[config.mk]
export PLATFORM = sky130hd
export DESIGN_NAME = puck_sequencer_flat
export DESIGN_NICKNAME = d
export VERILOG_FILES = /design/src/rtl/puck_sequencer_if.sv /design/src/rtl/puck_sequencer.sv /design/src/flat_wrapper.sv
export SDC_FILE = /design/constraint.sdc
export NUM_CORES = 1
export LEC_CHECK = 0
export CORE_AREA = 4 4 241 184
export DETAILED_ROUTE_END_ITERATION = 16
export DIE_AREA = 0 0 245 188
export HOLD_SLACK_MARGIN = 0.1
export PLACE_DENSITY_LB_ADDON = 0.05
export SETUP_SLACK_MARGIN = 0.5
export SYNTH_ARGS = -nofsm -noshare
export SYNTH_HDL_FRONTEND = slang
export SYNTH_SLANG_ARGS = --single-unit
export TNS_END_PERCENT = 10
[constraint.sdc]
create_clock -name clk -period 14.3 [get_ports clk]
set_input_delay 2.86 -clock clk [delete_from_list [all_inputs] [get_ports clk]]
set_output_delay 2.86 -clock clk [all_outputs]
set_load 0.03 [all_outputs]
[src/rtl/puck_sequencer_if.sv]
// Handshake and data bundle between the frame controller and its environment.
// master: the side that drives frame_tick, serve and paddle positions.
// slave:  the sequencer, which drives puck state, scores and status flags.
interface puck_sequencer_if;
  logic       frame_tick;
  logic       serve;
  logic [9:0] paddle_x_1;
  logic [9:0] paddle_y_1;
  logic [9:0] paddle_x_2;
  logic [9:0] paddle_y_2;
  logic [9:0] puck_x;
  logic [9:0] puck_y;
  logic [4:0] vel_x;
  logic [4:0] vel_y;
  logic [3:0] score_1;
  logic [3:0] score_2;
  logic       goal;
  logic       busy;
  logic       overrun;
  logic       game_over;

  modport master (
    output frame_tick, serve, paddle_x_1, paddle_y_1, paddle_x_2, paddle_y_2,
    input  puck_x, puck_y, vel_x, vel_y, score_1, score_2,
    input  goal, busy, overrun, game_over
  );

  modport slave (
    input  frame_tick, serve, paddle_x_1, paddle_y_1, paddle_x_2, paddle_y_2,
    output puck_x, puck_y, vel_x, vel_y, score_1, score_2,
    output goal, busy, overrun, game_over
  );
endinterface

[src/rtl/puck_sequencer.sv]
// puck_sequencer: per-frame air-hockey puck controller.
// Each accepted frame_tick walks LATCH -> MOVE -> WALL -> HIT1 -> HIT2 -> COMMIT,
// advancing the puck, resolving wall bounces / goals and paddle contacts.
// Both paddle checks share one squared-distance unit selected by state.
// Optional feature: define PUCK_FRICTION_EN to slow the puck every 64th frame.
module puck_sequencer #(
  parameter int X_MIN     = 194,
  parameter int X_MAX     = 734,
  parameter int Y_MIN     = 71,
  parameter int Y_MAX     = 471,
  parameter int GOAL_LO   = 221,
  parameter int GOAL_HI   = 321,
  parameter int PUCK_R    = 10,
  parameter int HIT_D2    = 625,
  parameter int SERVE_VX  = 3,
  parameter int SERVE_VY  = 2,
  parameter int MAX_SPEED = 7,
  parameter int WIN_SCORE = 7
) (
  input  logic            clk,
  input  logic            clr_n,
  puck_sequencer_if.slave bus
);

  localparam logic [9:0]         X_CTR   = 10'((X_MIN + X_MAX) / 2);
  localparam logic [9:0]         Y_CTR   = 10'((Y_MIN + Y_MAX) / 2);
  localparam logic signed [10:0] X_LO    = 11'(X_MIN + PUCK_R);
  localparam logic signed [10:0] X_HI    = 11'(X_MAX - PUCK_R);
  localparam logic signed [10:0] Y_LO    = 11'(Y_MIN + PUCK_R);
  localparam logic signed [10:0] Y_HI    = 11'(Y_MAX - PUCK_R);
  localparam logic signed [10:0] G_LO    = 11'(GOAL_LO);
  localparam logic signed [10:0] G_HI    = 11'(GOAL_HI);
  localparam logic [21:0]        HIT_LIM = 22'(HIT_D2);
  localparam logic [4:0]         SPD_MAX = 5'(MAX_SPEED);
  localparam logic [4:0]         SRV_VX  = 5'(SERVE_VX);
  localparam logic [4:0]         SRV_VY  = 5'(SERVE_VY);
  localparam logic [3:0]         WIN     = 4'(WIN_SCORE);

  typedef enum logic [3:0] {
    S_SERVE, S_IDLE, S_LATCH, S_MOVE, S_WALL, S_HIT1, S_HIT2, S_COMMIT, S_OVER
  } state_t;

  // Speed up a two's-complement velocity by one step (capped), with new sign.
  function automatic logic [4:0] speed_up(input logic [4:0] v, input logic neg);
    logic [4:0] mag;
    logic [4:0] inc;
    mag = v[4] ? (5'd0 - v) : v;
    if (mag >= SPD_MAX) inc = SPD_MAX;
    else                inc = mag + 5'd1;
    speed_up = neg ? (5'd0 - inc) : inc;
  endfunction

  // Saturating score increment.
  function automatic logic [3:0] score_inc(input logic [3:0] s);
    score_inc = (s == 4'hF) ? s : (s + 4'd1);
  endfunction

`ifdef PUCK_FRICTION_EN
  // Reduce a nonzero velocity magnitude by one, never below one.
  function automatic logic [4:0] slow_down(input logic [4:0] v);
    if (v == 5'd0 || v == 5'd1 || v == 5'h1F) slow_down = v;
    else if (v[4])                            slow_down = v + 5'd1;
    else                                      slow_down = v - 5'd1;
  endfunction
`endif

  state_t             r_state;
  logic [9:0]         r_puck_x, r_puck_y;
  logic [4:0]         r_vel_x, r_vel_y;
  logic [3:0]         r_score_1, r_score_2;
  logic               r_goal, r_busy, r_overrun, r_game_over;
  logic               r_serve_left;
  logic [9:0]         r_px1, r_py1, r_px2, r_py2;
  logic signed [10:0] r_nx, r_ny;
  logic [4:0]         r_wvx, r_wvy;
`ifdef PUCK_FRICTION_EN
  logic [5:0]         r_fric_cnt;
  logic               r_fric_now;
`endif

  logic               w_left, w_right, w_mouth, w_goal_1, w_goal_2;
  logic signed [10:0] w_wall_nx, w_wall_ny;
  logic [4:0]         w_wall_vx, w_wall_vy;
  logic [9:0]         w_pad_x, w_pad_y;
  logic signed [10:0] w_dx, w_dy;
  logic [10:0]        w_adx, w_ady;
  logic [21:0]        w_d2;
  logic               w_hit;
  logic [4:0]         w_hit_vx, w_hit_vy;
  logic               w_in_frame;
  logic [3:0]         w_new_s1, w_new_s2;

  // Wall and goal resolution on the freshly moved position.
  always_comb begin
    w_left   = (r_nx <= X_LO);
    w_right  = (r_nx >= X_HI);
    w_mouth  = (r_ny >= G_LO) && (r_ny <= G_HI);
    w_goal_1 = w_right && w_mouth;
    w_goal_2 = w_left && w_mouth;
    w_new_s1 = score_inc(r_score_1);
    w_new_s2 = score_inc(r_score_2);
    if (w_left) begin
      w_wall_nx = X_LO;
      w_wall_vx = 5'd0 - r_wvx;
    end else if (w_right) begin
      w_wall_nx = X_HI;
      w_wall_vx = 5'd0 - r_wvx;
    end else begin
      w_wall_nx = r_nx;
      w_wall_vx = r_wvx;
    end
    if (r_ny <= Y_LO) begin
      w_wall_ny = Y_LO;
      w_wall_vy = 5'd0 - r_wvy;
    end else if (r_ny >= Y_HI) begin
      w_wall_ny = Y_HI;
      w_wall_vy = 5'd0 - r_wvy;
    end else begin
      w_wall_ny = r_ny;
      w_wall_vy = r_wvy;
    end
  end

  // Shared squared-distance unit: paddle 2 in HIT2, paddle 1 otherwise.
  always_comb begin
    if (r_state == S_HIT2) begin
      w_pad_x = r_px2;
      w_pad_y = r_py2;
    end else begin
      w_pad_x = r_px1;
      w_pad_y = r_py1;
    end
    w_dx  = r_nx - $signed({1'b0, w_pad_x});
    w_dy  = r_ny - $signed({1'b0, w_pad_y});
    w_adx = w_dx[10] ? (11'd0 - w_dx) : w_dx;
    w_ady = w_dy[10] ? (11'd0 - w_dy) : w_dy;
    w_d2  = ({11'd0, w_adx} * {11'd0, w_adx}) + ({11'd0, w_ady} * {11'd0, w_ady});
    w_hit = (w_d2 < HIT_LIM);
    if (w_hit) begin
      w_hit_vx = speed_up(r_wvx, w_dx[10]);
      w_hit_vy = speed_up(r_wvy, w_dy[10]);
    end else begin
      w_hit_vx = r_wvx;
      w_hit_vy = r_wvy;
    end
  end

  // States in which an incoming frame_tick cannot be accepted.
  always_comb begin
    w_in_frame = (r_state == S_LATCH) || (r_state == S_MOVE) || (r_state == S_WALL) ||
                 (r_state == S_HIT1) || (r_state == S_HIT2) || (r_state == S_COMMIT);
  end

  // Frame sequencer: state, puck/score registers and all registered outputs.
  always_ff @(posedge clk or negedge clr_n) begin
    if (!clr_n) begin
      r_state      <= S_SERVE;
      r_puck_x     <= X_CTR;
      r_puck_y     <= Y_CTR;
      r_vel_x      <= 5'd0;
      r_vel_y      <= 5'd0;
      r_score_1    <= 4'd0;
      r_score_2    <= 4'd0;
      r_goal       <= 1'b0;
      r_busy       <= 1'b0;
      r_overrun    <= 1'b0;
      r_game_over  <= 1'b0;
      r_serve_left <= 1'b0;
      r_px1        <= 10'd0;
      r_py1        <= 10'd0;
      r_px2        <= 10'd0;
      r_py2        <= 10'd0;
      r_nx         <= 11'sd0;
      r_ny         <= 11'sd0;
      r_wvx        <= 5'd0;
      r_wvy        <= 5'd0;
`ifdef PUCK_FRICTION_EN
      r_fric_cnt   <= 6'd0;
      r_fric_now   <= 1'b0;
`endif
    end else begin
      r_goal <= 1'b0;
      if (bus.frame_tick && w_in_frame) begin
        r_overrun <= 1'b1;
      end
      case (r_state)
        S_SERVE: begin
          r_puck_x <= X_CTR;
          r_puck_y <= Y_CTR;
          if (bus.serve) begin
            r_vel_x <= r_serve_left ? (5'd0 - SRV_VX) : SRV_VX;
            r_vel_y <= SRV_VY;
            r_state <= S_IDLE;
          end
        end
        S_IDLE: begin
          if (bus.frame_tick) begin
            r_busy  <= 1'b1;
            r_state <= S_LATCH;
`ifdef PUCK_FRICTION_EN
            r_fric_now <= (r_fric_cnt == 6'd63);
            r_fric_cnt <= r_fric_cnt + 6'd1;
`endif
          end
        end
        S_LATCH: begin
          r_px1   <= bus.paddle_x_1;
          r_py1   <= bus.paddle_y_1;
          r_px2   <= bus.paddle_x_2;
          r_py2   <= bus.paddle_y_2;
          r_state <= S_MOVE;
        end
        S_MOVE: begin
          r_nx    <= $signed({1'b0, r_puck_x}) + $signed({{6{r_vel_x[4]}}, r_vel_x});
          r_ny    <= $signed({1'b0, r_puck_y}) + $signed({{6{r_vel_y[4]}}, r_vel_y});
`ifdef PUCK_FRICTION_EN
          r_wvx   <= r_fric_now ? slow_down(r_vel_x) : r_vel_x;
          r_wvy   <= r_fric_now ? slow_down(r_vel_y) : r_vel_y;
`else
          r_wvx   <= r_vel_x;
          r_wvy   <= r_vel_y;
`endif
          r_state <= S_WALL;
        end
        S_WALL: begin
          if (w_goal_1 || w_goal_2) begin
            // A goal abandons the frame: recentre, stop, and hand the serve
            // to the side that conceded.
            r_goal   <= 1'b1;
            r_busy   <= 1'b0;
            r_puck_x <= X_CTR;
            r_puck_y <= Y_CTR;
            r_vel_x  <= 5'd0;
            r_vel_y  <= 5'd0;
`ifdef PUCK_FRICTION_EN
            r_fric_cnt <= 6'd0;
`endif
            if (w_goal_1) begin
              r_score_1    <= w_new_s1;
              r_serve_left <= 1'b0;
              if (w_new_s1 == WIN) begin
                r_state     <= S_OVER;
                r_game_over <= 1'b1;
              end else begin
                r_state <= S_SERVE;
              end
            end else begin
              r_score_2    <= w_new_s2;
              r_serve_left <= 1'b1;
              if (w_new_s2 == WIN) begin
                r_state     <= S_OVER;
                r_game_over <= 1'b1;
              end else begin
                r_state <= S_SERVE;
              end
            end
          end else begin
            r_nx    <= w_wall_nx;
            r_ny    <= w_wall_ny;
            r_wvx   <= w_wall_vx;
            r_wvy   <= w_wall_vy;
            r_state <= S_HIT1;
          end
        end
        S_HIT1: begin
          r_wvx   <= w_hit_vx;
          r_wvy   <= w_hit_vy;
          r_state <= S_HIT2;
        end
        S_HIT2: begin
          r_wvx   <= w_hit_vx;
          r_wvy   <= w_hit_vy;
          r_state <= S_COMMIT;
        end
        S_COMMIT: begin
          r_puck_x <= r_nx[9:0];
          r_puck_y <= r_ny[9:0];
          r_vel_x  <= r_wvx;
          r_vel_y  <= r_wvy;
          r_busy   <= 1'b0;
          r_state  <= S_IDLE;
        end
        S_OVER: begin
          r_game_over <= 1'b1;
        end
        default: begin
          r_busy  <= 1'b0;
          r_state <= S_SERVE;
        end
      endcase
    end
  end

  assign bus.puck_x    = r_puck_x;
  assign bus.puck_y    = r_puck_y;
  assign bus.vel_x     = r_vel_x;
  assign bus.vel_y     = r_vel_y;
  assign bus.score_1   = r_score_1;
  assign bus.score_2   = r_score_2;
  assign bus.goal      = r_goal;
  assign bus.busy      = r_busy;
  assign bus.overrun   = r_overrun;
  assign bus.game_over = r_game_over;

endmodule

[src/flat_wrapper.sv]
// flat-port wrapper written by rule: the top's interface ports become plain ports
module puck_sequencer_flat 
#(
  parameter int X_MIN     = 194,
  parameter int X_MAX     = 734,
  parameter int Y_MIN     = 71,
  parameter int Y_MAX     = 471,
  parameter int GOAL_LO   = 221,
  parameter int GOAL_HI   = 321,
  parameter int PUCK_R    = 10,
  parameter int HIT_D2    = 625,
  parameter int SERVE_VX  = 3,
  parameter int SERVE_VY  = 2,
  parameter int MAX_SPEED = 7,
  parameter int WIN_SCORE = 7
)
  (clk, clr_n, bus_frame_tick, bus_serve, bus_paddle_x_1, bus_paddle_y_1, bus_paddle_x_2, bus_paddle_y_2, bus_puck_x, bus_puck_y, bus_vel_x, bus_vel_y, bus_score_1, bus_score_2, bus_goal, bus_busy, bus_overrun, bus_game_over);
  puck_sequencer_if bus_i ();
  input  logic clk;
  input  logic clr_n;
  input wire logic [$bits(bus_i.frame_tick)-1:0] bus_frame_tick;
  input wire logic [$bits(bus_i.serve)-1:0] bus_serve;
  input wire logic [$bits(bus_i.paddle_x_1)-1:0] bus_paddle_x_1;
  input wire logic [$bits(bus_i.paddle_y_1)-1:0] bus_paddle_y_1;
  input wire logic [$bits(bus_i.paddle_x_2)-1:0] bus_paddle_x_2;
  input wire logic [$bits(bus_i.paddle_y_2)-1:0] bus_paddle_y_2;
  output wire logic [$bits(bus_i.puck_x)-1:0] bus_puck_x;
  output wire logic [$bits(bus_i.puck_y)-1:0] bus_puck_y;
  output wire logic [$bits(bus_i.vel_x)-1:0] bus_vel_x;
  output wire logic [$bits(bus_i.vel_y)-1:0] bus_vel_y;
  output wire logic [$bits(bus_i.score_1)-1:0] bus_score_1;
  output wire logic [$bits(bus_i.score_2)-1:0] bus_score_2;
  output wire logic [$bits(bus_i.goal)-1:0] bus_goal;
  output wire logic [$bits(bus_i.busy)-1:0] bus_busy;
  output wire logic [$bits(bus_i.overrun)-1:0] bus_overrun;
  output wire logic [$bits(bus_i.game_over)-1:0] bus_game_over;
  assign bus_i.frame_tick = bus_frame_tick;
  assign bus_i.serve = bus_serve;
  assign bus_i.paddle_x_1 = bus_paddle_x_1;
  assign bus_i.paddle_y_1 = bus_paddle_y_1;
  assign bus_i.paddle_x_2 = bus_paddle_x_2;
  assign bus_i.paddle_y_2 = bus_paddle_y_2;
  assign bus_puck_x = bus_i.puck_x;
  assign bus_puck_y = bus_i.puck_y;
  assign bus_vel_x = bus_i.vel_x;
  assign bus_vel_y = bus_i.vel_y;
  assign bus_score_1 = bus_i.score_1;
  assign bus_score_2 = bus_i.score_2;
  assign bus_goal = bus_i.goal;
  assign bus_busy = bus_i.busy;
  assign bus_overrun = bus_i.overrun;
  assign bus_game_over = bus_i.game_over;
  puck_sequencer #(.X_MIN(X_MIN), .X_MAX(X_MAX), .Y_MIN(Y_MIN), .Y_MAX(Y_MAX), .GOAL_LO(GOAL_LO), .GOAL_HI(GOAL_HI), .PUCK_R(PUCK_R), .HIT_D2(HIT_D2), .SERVE_VX(SERVE_VX), .SERVE_VY(SERVE_VY), .MAX_SPEED(MAX_SPEED), .WIN_SCORE(WIN_SCORE)) u_core (.clk(clk), .clr_n(clr_n), .bus(bus_i));
endmodule
# After elaboration in Yosys (flattened, before gate mapping)

Index checks and enable logic that the tools add are counted.

Register bits after elaboration: 119
Word-level logic and storage cells: 159
Output and inout port bits: 42

Muxes and demuxes: 60
Order comparisons: 9
Reduce and logical (&&, ||, !) cells: 29
$mul: 2
Equal/unequal tests: 21
Bitwise logic cells: 3
Add/subtract/negate cells: 15

Operators with widths:

| kind                                                                                   | count |
|---|---|
| 5-bit 2-to-1 mux                                                                       | 20 |
| 11-bit 2-to-1 mux                                                                      | 8 |
| 10-bit case mux with 3 select lines                                                    | 2 |
| 5-bit case mux with 3 select lines                                                     | 4 |
| 11-bit by 11-bit multiplier with 22-bit output                                         | 2 |
| 11-bit case mux with 2 select lines                                                    | 2 |
| 10-bit 2-to-1 mux                                                                      | 4 |
| 4-bit case mux with 9 select lines                                                     | 1 |
| 4-bit 2-to-1 mux                                                                       | 8 |
| 4-bit by 3-bit equality test with 1-bit output (second input constant)                 | 6 |
| 11-bit by 5-bit adder with 11-bit output                                               | 2 |
| 22-bit adder                                                                           | 1 |
| 22-bit by 10-bit less-than comparator with 1-bit output (second input constant)        | 1 |
| 1-bit by 11-bit subtractor with 11-bit output (first input constant)                   | 2 |
| 11-bit subtractor                                                                      | 2 |
| 3-bit AND reduction                                                                    | 7 |
| 1-bit by 5-bit subtractor with 5-bit output (first input constant)                     | 4 |
| 4-bit equality test (second input constant)                                            | 3 |
| 4-bit AND reduction                                                                    | 3 |
| 11-bit by 10-bit greater-or-equal comparator with 1-bit output (second input constant) | 1 |
| 11-bit greater-or-equal comparator (second input constant)                             | 1 |
| 11-bit by 9-bit greater-or-equal comparator with 1-bit output (second input constant)  | 1 |
| 11-bit by 10-bit <= comparator with 1-bit output (second input constant)               | 1 |
| 11-bit by 8-bit <= comparator with 1-bit output (second input constant)                | 1 |
| 23 further kinds                                                                       | 52 |

# Logic depth before layout (Yosys ltp)

Depth in word-level cells: 13
Gate-level depth with buffers: 44
Depth with buffers taken out: 41

# Worst setup path after synthesis

Ideal clock, no wire load.

Path kind: register to register
Start point: reg u_core.r_state[3]
End point: reg u_core.r_wvy[4]
Data required time: 14.175 ns
Arrival: 11.347 ns
Cell stages (with the launch flop): 38
Buffers on the path: 4
Setup slack: 2.828 ns
Cells stage by stage: dfrtp_1 -> clkbuf_1 -> clkinv_1 -> nand2_1 -> nor2_1 -> buf_1 -> clkbuf_1 -> mux2i_1 -> ha_1 -> or3_2 -> a21oi_1 -> a211oi_1 -> a211oi_1 -> clkbuf_1 -> o31ai_1 -> xor2_1 -> nor2_1 -> fa_1 -> [... 2 more ...] -> fa_1 -> inv_1 -> fa_1 -> fa_1 -> fa_1 -> fa_1 -> ha_1 -> a21o_1 -> a2111oi_1 -> a21oi_1 -> o2111a_1 -> a221o_1 -> a2111oi_0 -> nand4_1 -> a2111oi_0 -> mux2_4 -> a2bb2oi_4 -> mux2_4

Longest elaborated chain between the ends: 10
Elaborated cells between the ends (all ways): 25

RTL lines:

| item                                                                    | RTL line                                     | source |
|---|---|---|
| start: declaration                                                      | puck_sequencer.sv:67                         | `state_t r_state;` |
| start signal: assignment                                                | puck_sequencer.sv:157                        | `r_state <= S_SERVE;` |
| start signal: assignment                                                | puck_sequencer.sv:193                        | `r_state <= S_IDLE;` |
| start signal: assignment                                                | puck_sequencer.sv:199                        | `r_state <= S_LATCH;` |
| 4-bit by 3-bit equality test with 1-bit output                          | puck_sequencer.sv:126, puck_sequencer.sv:186 |  |
| 10-bit 2-to-1 mux                                                       | puck_sequencer.sv:126                        | `if (r_state == S_HIT2) begin` |
| 11-bit subtractor, on equally long branches                             | puck_sequencer.sv:133, puck_sequencer.sv:134 |  |
| 1-bit by 11-bit subtractor with 11-bit output, on equally long branches | puck_sequencer.sv:135, puck_sequencer.sv:136 |  |
| 11-bit 2-to-1 mux, on equally long branches                             | puck_sequencer.sv:135, puck_sequencer.sv:136 |  |
| 11-bit by 11-bit multiplier with 22-bit output                          | puck_sequencer.sv:137                        | `w_d2 = ({11'd0, w_adx} * {11'd0, w_adx}) + ({11'd0, w_ady} * {11'd0, w_ady});` |
| 22-bit adder                                                            | puck_sequencer.sv:137                        |  |
| 22-bit by 10-bit less-than comparator with 1-bit output                 | puck_sequencer.sv:138                        | `w_hit = (w_d2 < HIT_LIM);` |
| 2-bit by 1-bit != test with 1-bit output (no line)                      | n/a                                          |  |
| 4-bit AND reduction (no line)                                           | n/a                                          |  |
| end signal: assignment                                                  | puck_sequencer.sv:221                        | `r_wvy <= r_vel_y;` |
| end signal: assignment                                                  | puck_sequencer.sv:261                        | `r_wvy <= w_wall_vy;` |
| end signal: assignment                                                  | puck_sequencer.sv:267                        | `r_wvy <= w_hit_vy;` |
| end: declaration                                                        | puck_sequencer.sv:75                         | `logic [4:0] r_wvx, r_wvy;` |

Parallel ways exist; a longest one is shown, timed or not. The select of a mux whose other input is x is not followed.
A chain may end at the register's enable or synchronous reset.

# Worst setup path in the final report

Same ends and word-level chain as after synthesis.

==> summary.md <==
| Metric | Value |
|---|---|
| Hold Path End | `u_core.bus.overrun` |
| Library cells used by synthesis | `74` |
| Synth warnings | `0` |
| Most numerous cell in the Yosys netlist | `inv_1` |
| CP dominant cell by count | `fa_1` |
| Slew margin rel. | `a little under a third` |
| Routed vias/inst | `4.94` |
| Via count | `roughly 11000` |
| Post-synth top cells | `313 x inv_1, 167 x fa_1, 145 x ha_1` |
| Synth area leaders | `fa_1 23%, dfrtp_1 19%, ha_1 12%` |
| Post-Synthesis Mean Instance Area | `between 9 and 10 um^2` |
| GP Congestion | `0.856` |
| R2R cell count | `36` |
| Metal3 WL | `slightly above 3000 um` |
| GR Util All Layers | `19.2%` |
| CTS tree | `done` |
| Hpwl dp | `between 30000 and 40000 um` |
| Worst reg-to-reg setup slack | `between 1.5 and 2 ns` |
| Initial DRC count | `between 800 and 900` |
| Critical path capture point type | `register` |
| Worst Path Max Fanout | `17` |
| Layout area overhead | `15.3%` |
| Post-CTS setup buffer count | `0` |
| Die Ht | `between 150 and 200 um` |
| Antenna Cells | `0` |
| Crit path DAT | `12.89 ns` |
| Synthesized flop and latch total | `119` |
| Layout fillers | `~4200` |
| Htree depth | `4` |
| Largest net degree at the start of global routing | `46` |
| Drt total wl | `between 40000 and 50000 um` |
| DR top layer | `met4` |
| Tcrit/Tclk final | `roughly 88%` |
| Min Tclk post-route | `12.58 ns` |
| Layout Nets | `2048` |
| Post-cts gate resize count | `0` |
| Status | `complete, no violations` |
| Antenna viol nets, final | `0` |
| Worst clock skew | `between 0.008 and 0.009 ns` |
| Hold path depth | `1` |
| Wire length per cell | `about 19 um` |
| Routed metal-1 wirelength | `about 24000 um` |
| Synth top area share | `between 20% and 30%` |
| Die outline area | `between 40000 and 50000 um^2` |
| Worst skew pair latency | `0.42 ns` |
| Gr ovfl total | `0` |
| Crit start category | `register` |
| CP Class | `reg -> reg` |
| Slowest stage delay, CP | `~0.62 ns` |
| Worst r2r src | `u_core.r_state[3]` |
| Clock buffer depth | `2` |
| DRC Markers | `0` |
| RSZ-0062 raised after global routing | `no` |
| Clk slew on worst S/H paths | `approximately 0.060 ns` |
| Clock Sinks | `between 100 and 150` |
| Worst EP required | `approximately 15 ns` |
| Post-CTS Hold Fix Bufs | `0` |
| Post-synth EDFFs | `0` |
| Placeable Area | `about 42000 um^2` |
| First-pass GRT wire length | `68600 um` |
| Fin. Hold Viols | `0` |
| Worst r2r dst | `u_core.r_wvy[4]` |
| Share of layout cells above drive strength 1 | `7.87%` |
| Length of the first detailed-routing pass in iterations | `5` |
| CP startpoint | `u_core.r_state[3]` |
| Hold Startpoint | `u_core.bus.overrun` |
| Most area-hungry cell type in the Yosys netlist | `fa_1` |
| Mapped Area | `14600 um^2` |
| Initial core utilization | `between 30% and 40%` |
| Slew at the pin closest to its max-slew limit | `1.04 ns` |
| Slew Viols, Final | `0` |
| Ports | `86` |
| Synth Instances | `1588` |
| Input/output buffers | `between 80 and 90` |
| CP max-delay cell | `a211oi_2` |
| Clk root buf | `clkbuf_16` |
| # Max-Cap Violations | `0` |
| Vias in the first global route | `11500` |
| Row Count | `65` |
| CTS Buf Count | `17` |
| Final setup violation count | `0` |
| Setup_tns | `0 ns` |
| Min-delay worst type | `reg -> reg` |
| Ys flop type | `dfrtp_1` |
| Register area share after synthesis | `between 20% and 30%` |
| Initial antenna violation count | `0` |
| Die Wd | `245 um` |
| Maximum clock frequency | `between 70 and 80 MHz` |
| Post-synthesis async set-or-reset flop share | `100%` |
| Met2 routed WL | `roughly 15000 um` |
==> state kept, by name (all words and copies together), names as in the netlist <==
signal,count
u_core.r_wvx,5
u_core.r_serve_left,1
u_core.r_wvy,5
u_core.bus.vel_y,5
u_core.bus.score_1,4
u_core.bus.overrun,1
u_core.bus.puck_x,10
u_core.r_py2,10
u_core.bus.vel_x,5
u_core.bus.score_2,4
u_core.bus.game_over,1
u_core.r_state,4
u_core.r_ny,11
u_core.bus.goal,1
u_core.r_py1,10
u_core.bus.busy,1
u_core.r_px1,10
u_core.r_px2,10
u_core.bus.puck_y,10
u_core.r_nx,11
==> how the worst max path moves through the flow <==
stage / end / slack, ns
floorplan: u_core.r_wvy[4] / 2.83
global placement: u_core.r_wvy[4] / 1.96
detailed placement: u_core.r_wvy[4] / 1.86
CTS: u_core.r_wvy[4] / 1.81
global route: u_core.r_wvy[4] / 0.92
finish: u_core.r_wvy[4] / 1.72
==> cells by family (layout without fill, tap and decap cells) <==
group / count (synthesis) / after routing / synth area share [%]
and+or+nand+nor: 374 / 374 / 12.3
buffers and inverters: 345 / 448 / 8.88
adders and majority gates: 312 / 312 / 35.3
AOI/OAI and AO/OA: 291 / 291 / 13.2
DFF: 119 / 119 / 20.5
muxes: 73 / 73 / 5.49
xor gates and xnor gates: 72 / 72 / 4.32
other: 2 / 14 / 0.0514
==> cell type report <==
class	count	area [um^2]	share of cell area, %
Tap cell	569	712	4.23
Timing Repair Buffer	104	991	5.89
Sequential cell	119	2990	17.8
Inverter	314	1180	7.00
Clock buffer	22	484	2.88
Multi-Input combinational cell	1136	10400	61.7
Clock inverter	8	97.6	0.580
==> layer usage <==
| metal | up-vias | global-route usage [%] |
|---|---|---|
| li1 | 5441 | - |
| met1 | 5465 | 32.8 |
| met2 | 287 | 24.1 |
| met3 | 23 | 4.62 |
| met4 | 0 | 2.43 |
| met5 | - | 0 |
==> stage by stage <==
step	hold WS [ns]	std cells	cell area, um^2	setup slack, ns	util, %
2_1_floorplan	0.475	1600	14600	2.83	-
3_3_place_gp	0.452	2242	16300	1.96	38.9
3_5_place_dp	0.454	2242	16300	1.86	38.9
4_1_cts	0.469	2272	16800	1.81	40.3
5_1_grt	0.501	2272	16800	0.924	40.3
6_report	0.471	2272	16800	1.72	40.3
==> layout by cell type (no fill, tap or decap), drive strengths merged, types with 20 or more instances in the layout <==
cell type,n
inv,313
fa,167
ha,145
nor2,129
dfrtp,110
nand2,91
clkdlybuf4s50,84
a21oi,80
o21ai,69
mux2,51
xnor2,40
nand2b,32
xor2,32
nor3,32
mux2i,22
clkbuf,22
a22o,20
buf,20
==> critical path, delay by kind of cell (launching register included) <==
| kind | cells | cell delay (ns) |
|---|---|---|
| flops | 1 | 0.52 |
| simple gates | 6 | 1.64 |
| compound gates | 11 | 3.33 |
| buf+inv | 6 | 1.28 |
| fa+ha+maj | 9 | 4.24 |
| xor+xnor | 1 | 0.53 |
| mux | 3 | 0.86 |
Power is not shown: default switching activity piles up to over one toggle a cycle in this logic, so the estimate is an artifact.
